==> src/rtl/otp_session_ctrl.sv <==
// rtl/otp_session_ctrl.sv - round-robin encrypt/decrypt scheduler and pad-slot tracker for the OTP engine
// Define OTP_STATS_EN to add saturating stat_enc/stat_dec/stat_err result counters.
module otp_session_ctrl #(
   parameter int SLOTS  = 8,
   parameter int IDX_W  = 3,
   parameter int DATA_W = 8
) (
   input  logic              clk,
   input  logic              rst_n,
   input  logic              enc_valid,
   output logic              enc_ready,
   input  logic [DATA_W-1:0] enc_data,
   input  logic              dec_valid,
   output logic              dec_ready,
   input  logic [DATA_W-1:0] dec_data,
   input  logic [IDX_W-1:0]  dec_idx,
   output logic              res_valid,
   input  logic              res_ready,
   output logic [DATA_W-1:0] res_data,
   output logic [IDX_W-1:0]  res_idx,
   output logic              res_is_dec,
   output logic              res_err,
   output logic              full,
   output logic              eng_ena,
   output logic              eng_decrypt,
   output logic [DATA_W-1:0] eng_data,
   output logic [IDX_W-1:0]  eng_rnum,
   input  logic [DATA_W-1:0] eng_out,
   input  logic [IDX_W-1:0]  eng_index
`ifdef OTP_STATS_EN
   ,
   output logic [7:0]        stat_enc,
   output logic [7:0]        stat_dec,
   output logic [7:0]        stat_err
`endif
);

   typedef enum logic [1:0] {S_IDLE, S_ISSUE, S_CAPTURE, S_RESP} state_t;

   state_t             state_q, state_d;
   logic [SLOTS-1:0]   slot_used_q, slot_used_d;
   logic [IDX_W-1:0]   wr_ptr_q, wr_ptr_d;
   logic               rr_last_q, rr_last_d;   // 1 = last grant went to decrypt
   logic               op_q, op_d;
   logic [DATA_W-1:0]  data_q, data_d;
   logic [IDX_W-1:0]   idx_q, idx_d;
   logic [DATA_W-1:0]  res_data_q, res_data_d;
   logic [IDX_W-1:0]   res_idx_q, res_idx_d;
   logic               res_is_dec_q, res_is_dec_d;
   logic               res_err_q, res_err_d;
   logic               full_q;
   logic               enc_elig, grant_enc, grant_dec;

   always_ff @(posedge clk) begin
      if (!rst_n) begin
         state_q      <= S_IDLE;
         slot_used_q  <= '0;
         wr_ptr_q     <= '0;
         rr_last_q    <= 1'b1;
         op_q         <= 1'b0;
         data_q       <= '0;
         idx_q        <= '0;
         res_data_q   <= '0;
         res_idx_q    <= '0;
         res_is_dec_q <= 1'b0;
         res_err_q    <= 1'b0;
         full_q       <= 1'b0;
      end else begin
         state_q      <= state_d;
         slot_used_q  <= slot_used_d;
         wr_ptr_q     <= wr_ptr_d;
         rr_last_q    <= rr_last_d;
         op_q         <= op_d;
         data_q       <= data_d;
         idx_q        <= idx_d;
         res_data_q   <= res_data_d;
         res_idx_q    <= res_idx_d;
         res_is_dec_q <= res_is_dec_d;
         res_err_q    <= res_err_d;
         full_q       <= &slot_used_d;
      end
   end

   always_comb begin
      state_d      = state_q;
      slot_used_d  = slot_used_q;
      wr_ptr_d     = wr_ptr_q;
      rr_last_d    = rr_last_q;
      op_d         = op_q;
      data_d       = data_q;
      idx_d        = idx_q;
      res_data_d   = res_data_q;
      res_idx_d    = res_idx_q;
      res_is_dec_d = res_is_dec_q;
      res_err_d    = res_err_q;
      enc_ready    = 1'b0;
      dec_ready    = 1'b0;
      eng_ena      = 1'b0;
      eng_decrypt  = 1'b0;
      eng_data     = '0;
      eng_rnum     = '0;
      enc_elig     = enc_valid & ~slot_used_q[wr_ptr_q];
      grant_enc    = 1'b0;
      grant_dec    = 1'b0;
      case (state_q)
         S_IDLE: begin
            // A blocked encrypt is not eligible, so decrypt wins regardless of rr_last
            grant_enc = enc_elig & (~dec_valid | rr_last_q);
            grant_dec = dec_valid & ~grant_enc;
            enc_ready = grant_enc;
            dec_ready = grant_dec;
            if (grant_enc) begin
               op_d      = 1'b0;
               data_d    = enc_data;
               rr_last_d = 1'b0;
               state_d   = S_ISSUE;
            end else if (grant_dec) begin
               op_d      = 1'b1;
               data_d    = dec_data;
               idx_d     = dec_idx;
               rr_last_d = 1'b1;
               if (!slot_used_q[dec_idx]) begin
                  res_data_d   = '0;
                  res_idx_d    = dec_idx;
                  res_is_dec_d = 1'b1;
                  res_err_d    = 1'b1;
                  state_d      = S_RESP;
               end else begin
                  state_d = S_ISSUE;
               end
            end
         end
         S_ISSUE: begin
            eng_ena     = 1'b1;
            eng_decrypt = op_q;
            eng_data    = data_q;
            eng_rnum    = idx_q;
            state_d     = S_CAPTURE;
         end
         S_CAPTURE: begin
            res_data_d   = eng_out;
            res_is_dec_d = op_q;
            if (!op_q) begin
               res_idx_d             = wr_ptr_q;
               res_err_d             = (eng_index != wr_ptr_q);
               slot_used_d[wr_ptr_q] = 1'b1;
               wr_ptr_d              = wr_ptr_q + 1'b1;
            end else begin
               res_idx_d          = idx_q;
               res_err_d          = 1'b0;
               slot_used_d[idx_q] = 1'b0;
            end
            state_d = S_RESP;
         end
         S_RESP: begin
            if (res_ready) state_d = S_IDLE;
         end
         default: state_d = S_IDLE;
      endcase
   end

   assign res_valid  = (state_q == S_RESP);
   assign res_data   = res_data_q;
   assign res_idx    = res_idx_q;
   assign res_is_dec = res_is_dec_q;
   assign res_err    = res_err_q;
   assign full       = full_q;

`ifdef OTP_STATS_EN
   logic [7:0] stat_enc_q, stat_dec_q, stat_err_q;
   logic       res_fire;

   assign res_fire = res_valid & res_ready;

   always_ff @(posedge clk) begin
      if (!rst_n) begin
         stat_enc_q <= '0;
         stat_dec_q <= '0;
         stat_err_q <= '0;
      end else if (res_fire) begin
         if (res_err_q) begin
            if (stat_err_q != 8'hFF) stat_err_q <= stat_err_q + 8'd1;
         end else if (res_is_dec_q) begin
            if (stat_dec_q != 8'hFF) stat_dec_q <= stat_dec_q + 8'd1;
         end else begin
            if (stat_enc_q != 8'hFF) stat_enc_q <= stat_enc_q + 8'd1;
         end
      end
   end

   assign stat_enc = stat_enc_q;
   assign stat_dec = stat_dec_q;
   assign stat_err = stat_err_q;
`endif

endmodule

==> config.mk <==
export PLATFORM = sky130hd
export DESIGN_NAME = otp_session_ctrl
export DESIGN_NICKNAME = d
export VERILOG_FILES = /design/src/rtl/otp_session_ctrl.sv
export SDC_FILE = /design/constraint.sdc
export NUM_CORES = 1
export LEC_CHECK = 0
export CORE_MARGIN = 2
export CORE_UTILIZATION = 24
export DETAILED_ROUTE_END_ITERATION = 6
export HOLD_SLACK_MARGIN = 0.06
export PLACE_DENSITY = 0.48
export SLEW_MARGIN = 10
export SYNTH_ARGS = -nofsm -noshare
export SYNTH_HDL_FRONTEND = slang
export SYNTH_SLANG_ARGS = --single-unit
==> constraint.sdc <==
create_clock -name clk -period 3 [get_ports clk]
set_input_delay 0.3 -clock clk [delete_from_list [all_inputs] [get_ports clk]]
set_output_delay 0.3 -clock clk [all_outputs]
set_load 0.02 [all_outputs]
=== Yosys cells after proc, flatten, opt, wreduce, memory -nomap -nowiden ===
Index checks and enable logic that the tools add are counted.

* Multiplexer cells: 40
* Add/sub/neg operators: 1
* Bitwise operators: 11
* Equality and inequality tests: 9
* Order comparisons: 5
* Reduce and logical (&&, ||, !) cells: 11

{| class="wikitable"
|+ Operator list
! cell !! number
|-
| $mux W8 || 8
|-
| $pmux W8 S2 || 1
|-
| $mux W3 || 5
|-
| $mux W1 || 14
|-
| $lt A3 B4 Y1 const B || 3
|-
| $and A8 B8 Y8 || 1
|-
| $mux W2 || 4
|-
| $not A8 Y8 || 1
|-
| $or A8 B8 Y8 || 1
|-
| $pmux W2 S4 || 1
|-
| $reduce_and A8 Y1 || 1
|-
| $bmux W1 S3 || 2
|-
| $demux W1 S3 || 2
|-
| $ge A3 B1 Y1 const B || 2
|-
| $ne A2 B2 Y1 const B || 3
|-
| $pmux W3 S2 || 1
|-
| $reduce_and A2 Y1 || 3
|-
| $eq A2 B2 Y1 const B || 2
|-
| $not A1 Y1 || 4
|-
| $pmux W1 S2 || 2
|-
| $reduce_and A4 Y1 || 1
|-
| $reduce_bool A2 Y1 || 2
|-
| $add A3 B1 Y3 const B || 1
|-
| $and A1 B1 Y1 || 3
|-
| 8 further kinds || 9
|}

* Logic and storage cells: 89
* Output and inout port bits: 30
* Input port bits: 35
* Register bits after elaboration: 40

=== Logic depth before layout (Yosys ltp) ===
Gate-level depths: netlist of run 1.

* Word-level depth: 10
* Depth in mapped cells: 8
* Gate-level depth less buffers: 7

=== Least setup slack after synthesis of run 1 ===
No wires, ideal clock.

* Path type: register -> output
* Start point: register wr_ptr_q[0]
* End point: output enc_ready
* Data required time: 2.700 ns
* Stages on the path, launching flop included: 7
* Arrival: 1.708 ns
* Path buffers: 2
* Setup slack: 0.992 ns
* Cell sequence: dfxtp_1 buf_6 mux2_2 nand3b_2 o2111ai_4 buf_8 nor2_1

* Word-level cells in the longest chain between the ends: 6

{| class="wikitable"
|+ Ends and longest elaborated chain
! what !! RTL line !! source
|-
| start: declaration || 42 || <nowiki>logic [IDX_W-1:0] wr_ptr_q, wr_ptr_d;</nowiki>
|-
| start signal: assignment || 71 || <nowiki>wr_ptr_q <= wr_ptr_d;</nowiki>
|-
| $bmux W1 S3 || 102 || <nowiki>enc_elig = enc_valid & ~slot_used_q[wr_ptr_q];</nowiki>
|-
| $mux W1 (implied by the code) || 102 ||
|-
| $not A1 Y1 || 102 ||
|-
| $and A1 B1 Y1 || 102 ||
|-
| $and A1 B1 Y1 || 108 || <nowiki>grant_enc = enc_elig & (~dec_valid | rr_last_q);</nowiki>
|-
| $mux W1 || 105 || <nowiki>case (state_q)</nowiki>
|-
| end: declaration || 11 || <nowiki>output logic enc_ready,</nowiki>
|}

No other way between the ends. The select of a mux whose other input is x is not followed.

=== Worst setup path in the final report of run 1 ===
Ends and elaborated chain as after synthesis.

==> results of run 1 <==
-- path summary, 6_finish.rpt --
| kind | start | endpoint | slack [ns] | cells after the start |
|---|---|---|---|---|
| setup reg to reg | wr_ptr_q[0] | res_idx[2] | 0.64 | 6 |
| hold / removal | res_idx[0] | res_idx[0] | 0.46 | 2 |
| hold reg to reg | res_idx[0] | res_idx[0] | 0.46 | 2 |
| setup / recovery | wr_ptr_q[0] | enc_ready | 0.27 | 5 |
-- registers in the layout (all words and copies together) (netlist names) --
| signal | cells |
|---|---|
| res_idx | 3 |
| res_err | 1 |
| res_data | 8 |
| res_is_dec | 1 |
| idx_q | 3 |
| wr_ptr_q | 3 |
| full | 1 |
| state_q | 2 |
| data_q | 8 |
| rr_last_q | 1 |
| op_q | 1 |
| slot_used_q | 8 |
-- metal layers --
layer	part of all wire (%)	up-vias	wire, um	GRT usage [%]
li1	-	1037	-	-
met1	46	991	2970	16.4
met2	48	52	3120	21.2
met3	4.5	6	294	2.37
met4	1.7	0	110	4.82
met5	0	-	0	0
-- power groups by stage --
stage	sequential [uW]	combinational, uW	clock (uW)
floorplan	775	812	0
global placement	775	1170	0
detailed placement	776	1180	0
CTS	765	1180	465
global route	784	1270	483
finish	766	1160	449
-- area by class of cell --
cell class                 instances  area (um^2)  share of cell area, %
clock buffer                       5         68.8                   2.16
clock inverter                     3         42.5                   1.33
inverter                           8         30.0                  0.941
multi-input combinational        189         1390                   43.5
sequential                        40          801                   25.1
tap                              129          161                   5.06
timing repair buffer              72          701                   22.0
-- metrics by stage --
stage / cell area (um^2) / hold slack [ns] / cells / power (uW) / setup WS (ns)
floorplan: 2330 / 0.448 / 257 / 1590 / 0.992
CTS: 3190 / 0.467 / 446 / 2410 / 0.284
global placement: 3080 / 0.445 / 438 / 1950 / 0.611
finish: 3190 / 0.461 / 446 / 2370 / 0.275
global route: 3190 / 0.490 / 446 / 2530 / 0.146
detailed placement: 3080 / 0.454 / 438 / 1950 / 0.601
-- worst max-delay path: cells and delay by family, from the launching register on --
family          cells  cell delay (ns)
simple gates        1             0.21
buf+inv             1             0.65
mux                 1             0.34
compound gates      2             0.40
flops               1             0.52
-- cells in the final DEF (no fill, tap or decap), drive strengths merged, types with 2 or more instances in the layout --
cell,synthesis,final
a2111oi,8,8
a21oi,8,8
a31oi,6,6
and2,20,20
buf,8,8
clkbuf,12,5
clkdlybuf4s50,0,64
dfxtp,40,40
ha,6,6
inv,8,8
mux2,3,3
mux2i,25,25
mux4,2,2
nand2,23,23
nand2b,3,3
nand3,15,15
nand4,2,2
nor2,19,19
nor2b,2,2
nor3,9,9
o211ai,3,3
o21ai,9,9
o31ai,6,6
o41ai,3,3
xnor2,3,3
xor2,2,2
-- synthesized netlist by cell type (2+ instances only) --
library cell	number
dfxtp_1	40
mux2i_1	25
nand2_1	23
and2_1	20
nor2_1	19
nand3_1	15
clkbuf_1	12
nor3_1	9
o21ai_0	9
a2111oi_2	8
a21oi_1	8
inv_1	8
a31oi_1	6
ha_1	6
o31ai_1	6
nand2b_1	3
o211ai_1	3
o41ai_1	3
xnor2_1	3
buf_1	2
buf_2	2
buf_8	2
mux2_2	2
mux4_2	2
nand4_1	2
nor2b_1	2
xor2_1	2
-- cells by family (layout without fill, tap and decap cells) --
kind of cell,count (synthesis),count (layout)
AO/OA/AOI/OAI,50,50
XOR/XNOR,5,5
adder cells (fa/ha/maj),6,6
buffers and inverters,28,88
flip-flops,40,40
multiplexers,30,30
AND/OR/NAND/NOR,98,98
==> flow_summary_export.csv, run 1 <==
group,metric,value,unit
power,pwr-share-comb,48.9,%
worst_hold_path,min_path_type,"flop to flop",
global_route,grt_max_degree,29,
cts,htreeDepth,2,
global_route,grt.total_usage,12.7,%
cts,postCtsSetupRepairBufs,0,
cts,cts_root_buf,"clkbuf_8",
final_layout,fin_util,34.2,%
sta,period_minus_slack,2.73,ns
placement,portBuffers,64,
placement,dp_hpwl,4790,um
detailed_routing,first_pass_iters,5,
synth,synth_top_area_share,34.4,%
die,io_pins,65,
setup_path,cpPeakStageDelay,0.65,ns
setup_path,crit_fanout,7,
power,power.switching,966,uW
cts,clock_path_buffers,2,
power,p_clk_share,18.9,%
sta,setup_tns,0,ns
synth,synthAdderAreaFrac,3.22,%
synth,synth_top_area_cell,"dfxtp_1",
power,leakage,0.00118,uW
sta,rsz0062_at_grt,"no",
sta,slew-limit-headroom,54.0,%
sta,max_freq,367,MHz
detailed_routing,via_per_inst,4.68,
synth,synth_area,2330,um^2
synth,yosysWarnings,0,
setup_path,worstPathCellList,"mux2_4 -> a22oi_2 -> o2111ai_4 -> nor2_1 -> clkdlybuf4s50_1",
global_route,grt_pass1_vias,2035,
global_route,overflow,0,
synth,ys.flop_type,"dfxtp_1",
detailed_routing,ant_nets,0,
cts,clk_latency,0.30,ns
synth,synth-simple-area-share,21.1,%
sta,hold_viol,0,
setup_path,worstSetupPathType,"flop to primary output",
synth,synth_nets,298,
final_layout,finalNetCount,357,
synth,synth.mux.area_fraction,14.3,%
sta,setup_violations,0,
synth,synthArstFlopShare,0,%
die,die_x,103,um
power,swShare,40.7,%
final_layout,diodes,0,
detailed_routing,drc,0,
job,drv_cap,0,
synth,synth-compound-area-share,19.0,%
final_layout,n_fill_cell,968,
die,chipHeight,103,um
synth,synth_cell_type_count,42,
power,seqPwrFrac,32.2,%
setup_path,critPathCaptureType,"primary output",
outcome,outcome,"finished, final reports clean",
sta,report.final.slew_viol_count,0,
setup_path,crit_path_start_kind,"flop",
cts,clock-sinks,40,
cts,clk_pin_slew_worst_paths,0.09,ns
synth,seq_area_frac_synth,34.4,%
detailed_routing,postRouteWirelength,6500,um
placement,routabilityCongestion,0.781,
synth,synth_edf_count,0,
sta,period_share,90.8,%
detailed_routing,first_iter_violations,165,
cts,ctsResizeCount,0,
sta,fin_worst_skew,0.00746,ns
synth,ys_ff_latch,40,
final_layout,syn2layout_area_growth,37.0,%
synth,synth_xor_area_share,1.88,%
detailed_routing,wire_per_inst,14.6,um
power,powerDensity,744,nW/um^2
die,start_util,25.0,%
synth,syn-mean-instance-area,9.06,um^2
sta,tightestPinTransition,0.689,ns
final_layout,drive_above_1_share,11.0,%
cts,cts_buffers,5,
cts,cts_tree,"built",
synth,synthTopCellsByArea,"dfxtp_1 (34%), mux2i_1 (11%), and2_1 (5.4%)",
global_route,antenna_found_initial,0,
cts,hold_buffers,0,
setup_path,critPathRequiredTime,2.70,ns
setup_path,cp.arrival,2.43,ns
power,vdd_drop_max,270,uV
die,dieArea,10500,um^2
synth,syn_inst,257,
power,intPower,1410,uW
global_route,grt_first_pass_wirelength,10400,um
setup_path,worst_path_max_delay_cell,"clkdlybuf4s50_1",
die,num_rows,35,
die,fp.coreArea,9330,um^2
detailed_routing,vias,2086,
synth,synth_top_family_by_area,"simple AND/OR/NAND/NOR gates",
(Power assumes the default switching activity.)
==> run 2: changes to the inputs <==
Settings changed: CTS_CLUSTER_SIZE set to 12.
==> results of run 2 <==
Final layout, timing and power as in run 1 (identical DEF).
==> run 3: changes to the inputs <==
Settings changed: CORE_UTILIZATION 24 to 30, PLACE_DENSITY 0.48 to 0.56.
==> run 3 against run 2 <==
Against the previous run:
- global-route usage increased by 2.8 points
- routed wire length fell by 2.4%
- largest power group unchanged
- clock skew shrank 0.0011 ns
- sequential share of layout area is 0.27 points higher
- register-to-register slack improved by 0.03 ns
- via count up 2.5%
- fmax up 2.9%
==> flow_summary_export.csv, run 3 (same netlist as run 1, synthesis figures left out) <==
group,metric,value,unit
setup_path,crit_path_start_kind,"flop",
worst_hold_path,min_path_type,"flop to flop",
final_layout,final_common_cell,"clkdlybuf4s50_1",
power,vdd_drop_max,238,uV
die,chipHeight,92.1,um
sta,report.final.slew_viol_count,0,
detailed_routing,drc,0,
sta,setup_violations,0,
sta,holdWs,0.462,ns
setup_path,critPathCaptureType,"primary output",
placement,dp_hpwl,4640,um
sta,fin_worst_skew,0.00634,ns
die,num_rows,32,
setup_path,worstSetupPathType,"flop to primary output",
job,drv_cap,0,
final_layout,stdcell_area,3160,um^2
sta,rsz0062_at_grt,"no",
outcome,outcome,"finished, final reports clean",
cts,hold_buffers,0,
die,dieArea,8480,um^2
die,die_x,92.1,um
cts,cts_root_buf,"clkbuf_8",
placement,place_area,3050,um^2
placement,pre_cts_slack,0.608,ns
setup_path,crit_fanout,12,
cts,clk_pin_slew_worst_paths,0.08,ns
final_layout,drive_above_1_share,11.0,%
detailed_routing,wire_per_inst,15.1,um
final_layout,finalNetCount,357,
detailed_routing,via_per_inst,5.10,
cts,postCtsSetupRepairBufs,0,
global_route,overflow,0,
cts,clock_path_buffers,2,
sta,max_freq,378,MHz
detailed_routing,first_iter_violations,124,
final_layout,diodes,0,
detailed_routing,first_pass_iters,4,
sta,slew-limit-headroom,53.8,%
sta,hold_viol,0,
sta,setup_ws,0.351,ns
cts,clock-sinks,40,
detailed_routing,vias,2138,
placement,routabilityCongestion,0.856,
cts,clk_latency,0.29,ns
sta,period_share,88.3,%
cts,htreeDepth,2,
power,leakage,0.00118,uW
sta,setup_tns,0,ns
global_route,antenna_found_initial,0,
cts,cts_tree,"built",
die,start_util,30.6,%
setup_path,critPathRequiredTime,2.70,ns
global_route,grt_first_pass_wirelength,10600,um
die,fp.coreArea,7610,um^2
placement,portBuffers,64,
final_layout,syn2layout_area_growth,35.6,%
sta,period_minus_slack,2.65,ns
global_route,grt.total_usage,15.6,%
global_route,grt_pass1_vias,2066,
final_layout,final_cell_mix,"clkdlybuf4s50_1 (64), dfxtp_1 (40), mux2i_1 (25)",
setup_path,cp.arrival,2.35,ns
detailed_routing,ant_nets,0,
die,io_pins,65,
detailed_routing,postRouteWirelength,6340,um
cts,ctsResizeCount,0,
final_layout,n_fill_cell,782,
power,powerDensity,752,nW/um^2
global_route,grt_max_degree,29,
cts,cts_buffers,5,
sta,tightestPinTransition,0.694,ns
-- run 3: stage by stage --
step	power, uW	instances	utilization [%]
2_1_floorplan	1590	257	-
3_3_place_gp	1930	411	40.0
3_5_place_dp	1940	411	40.0
4_1_cts	2390	419	41.5
5_1_grt	2550	419	41.5
6_report	2370	419	41.5
-- run 3: where the power goes --
part	internal [uW]	total (uW)	switching, uW
registers	650	765	115
logic	511	1160	652
clock network	246	444	198
-- run 3: critical path: stages (launching register included) --
cell and delay [ns]:
dfxtp_1 0.37, inv_1 0.11, ha_1 0.46, inv_1 0.21, nor2_1 0.25, clkdlybuf4s50_1 0.65
-- run 3: final cells by class --
class	count	area [um^2]	share of cell area (%)
multi-input cells	189	1390	43.9
flip-flops and latches	40	801	25.4
repair buffers	72	701	22.2
well taps	102	128	4.04
clock buffers	5	68.8	2.18
clock inverters	3	42.5	1.35
inverters	8	30.0	0.951
-- run 3: per-layer routing --
layer	vias up	GRT usage, %	wire length, um
met5	-	0	0
li1	1041	-	-
met3	10	3.37	279
met4	0	5.35	102
met2	51	26.1	3050
met1	1036	19.7	2910
-- run 3: final timing paths --
path               start          end  slack, ns  depth (start not counted)
max reg2reg  wr_ptr_q[0]   res_idx[0]       0.67                          6
min reg2reg  res_data[5]  res_data[5]       0.46                          2
max           state_q[1]    enc_ready       0.35                          5
min          res_data[5]  res_data[5]       0.46                          2
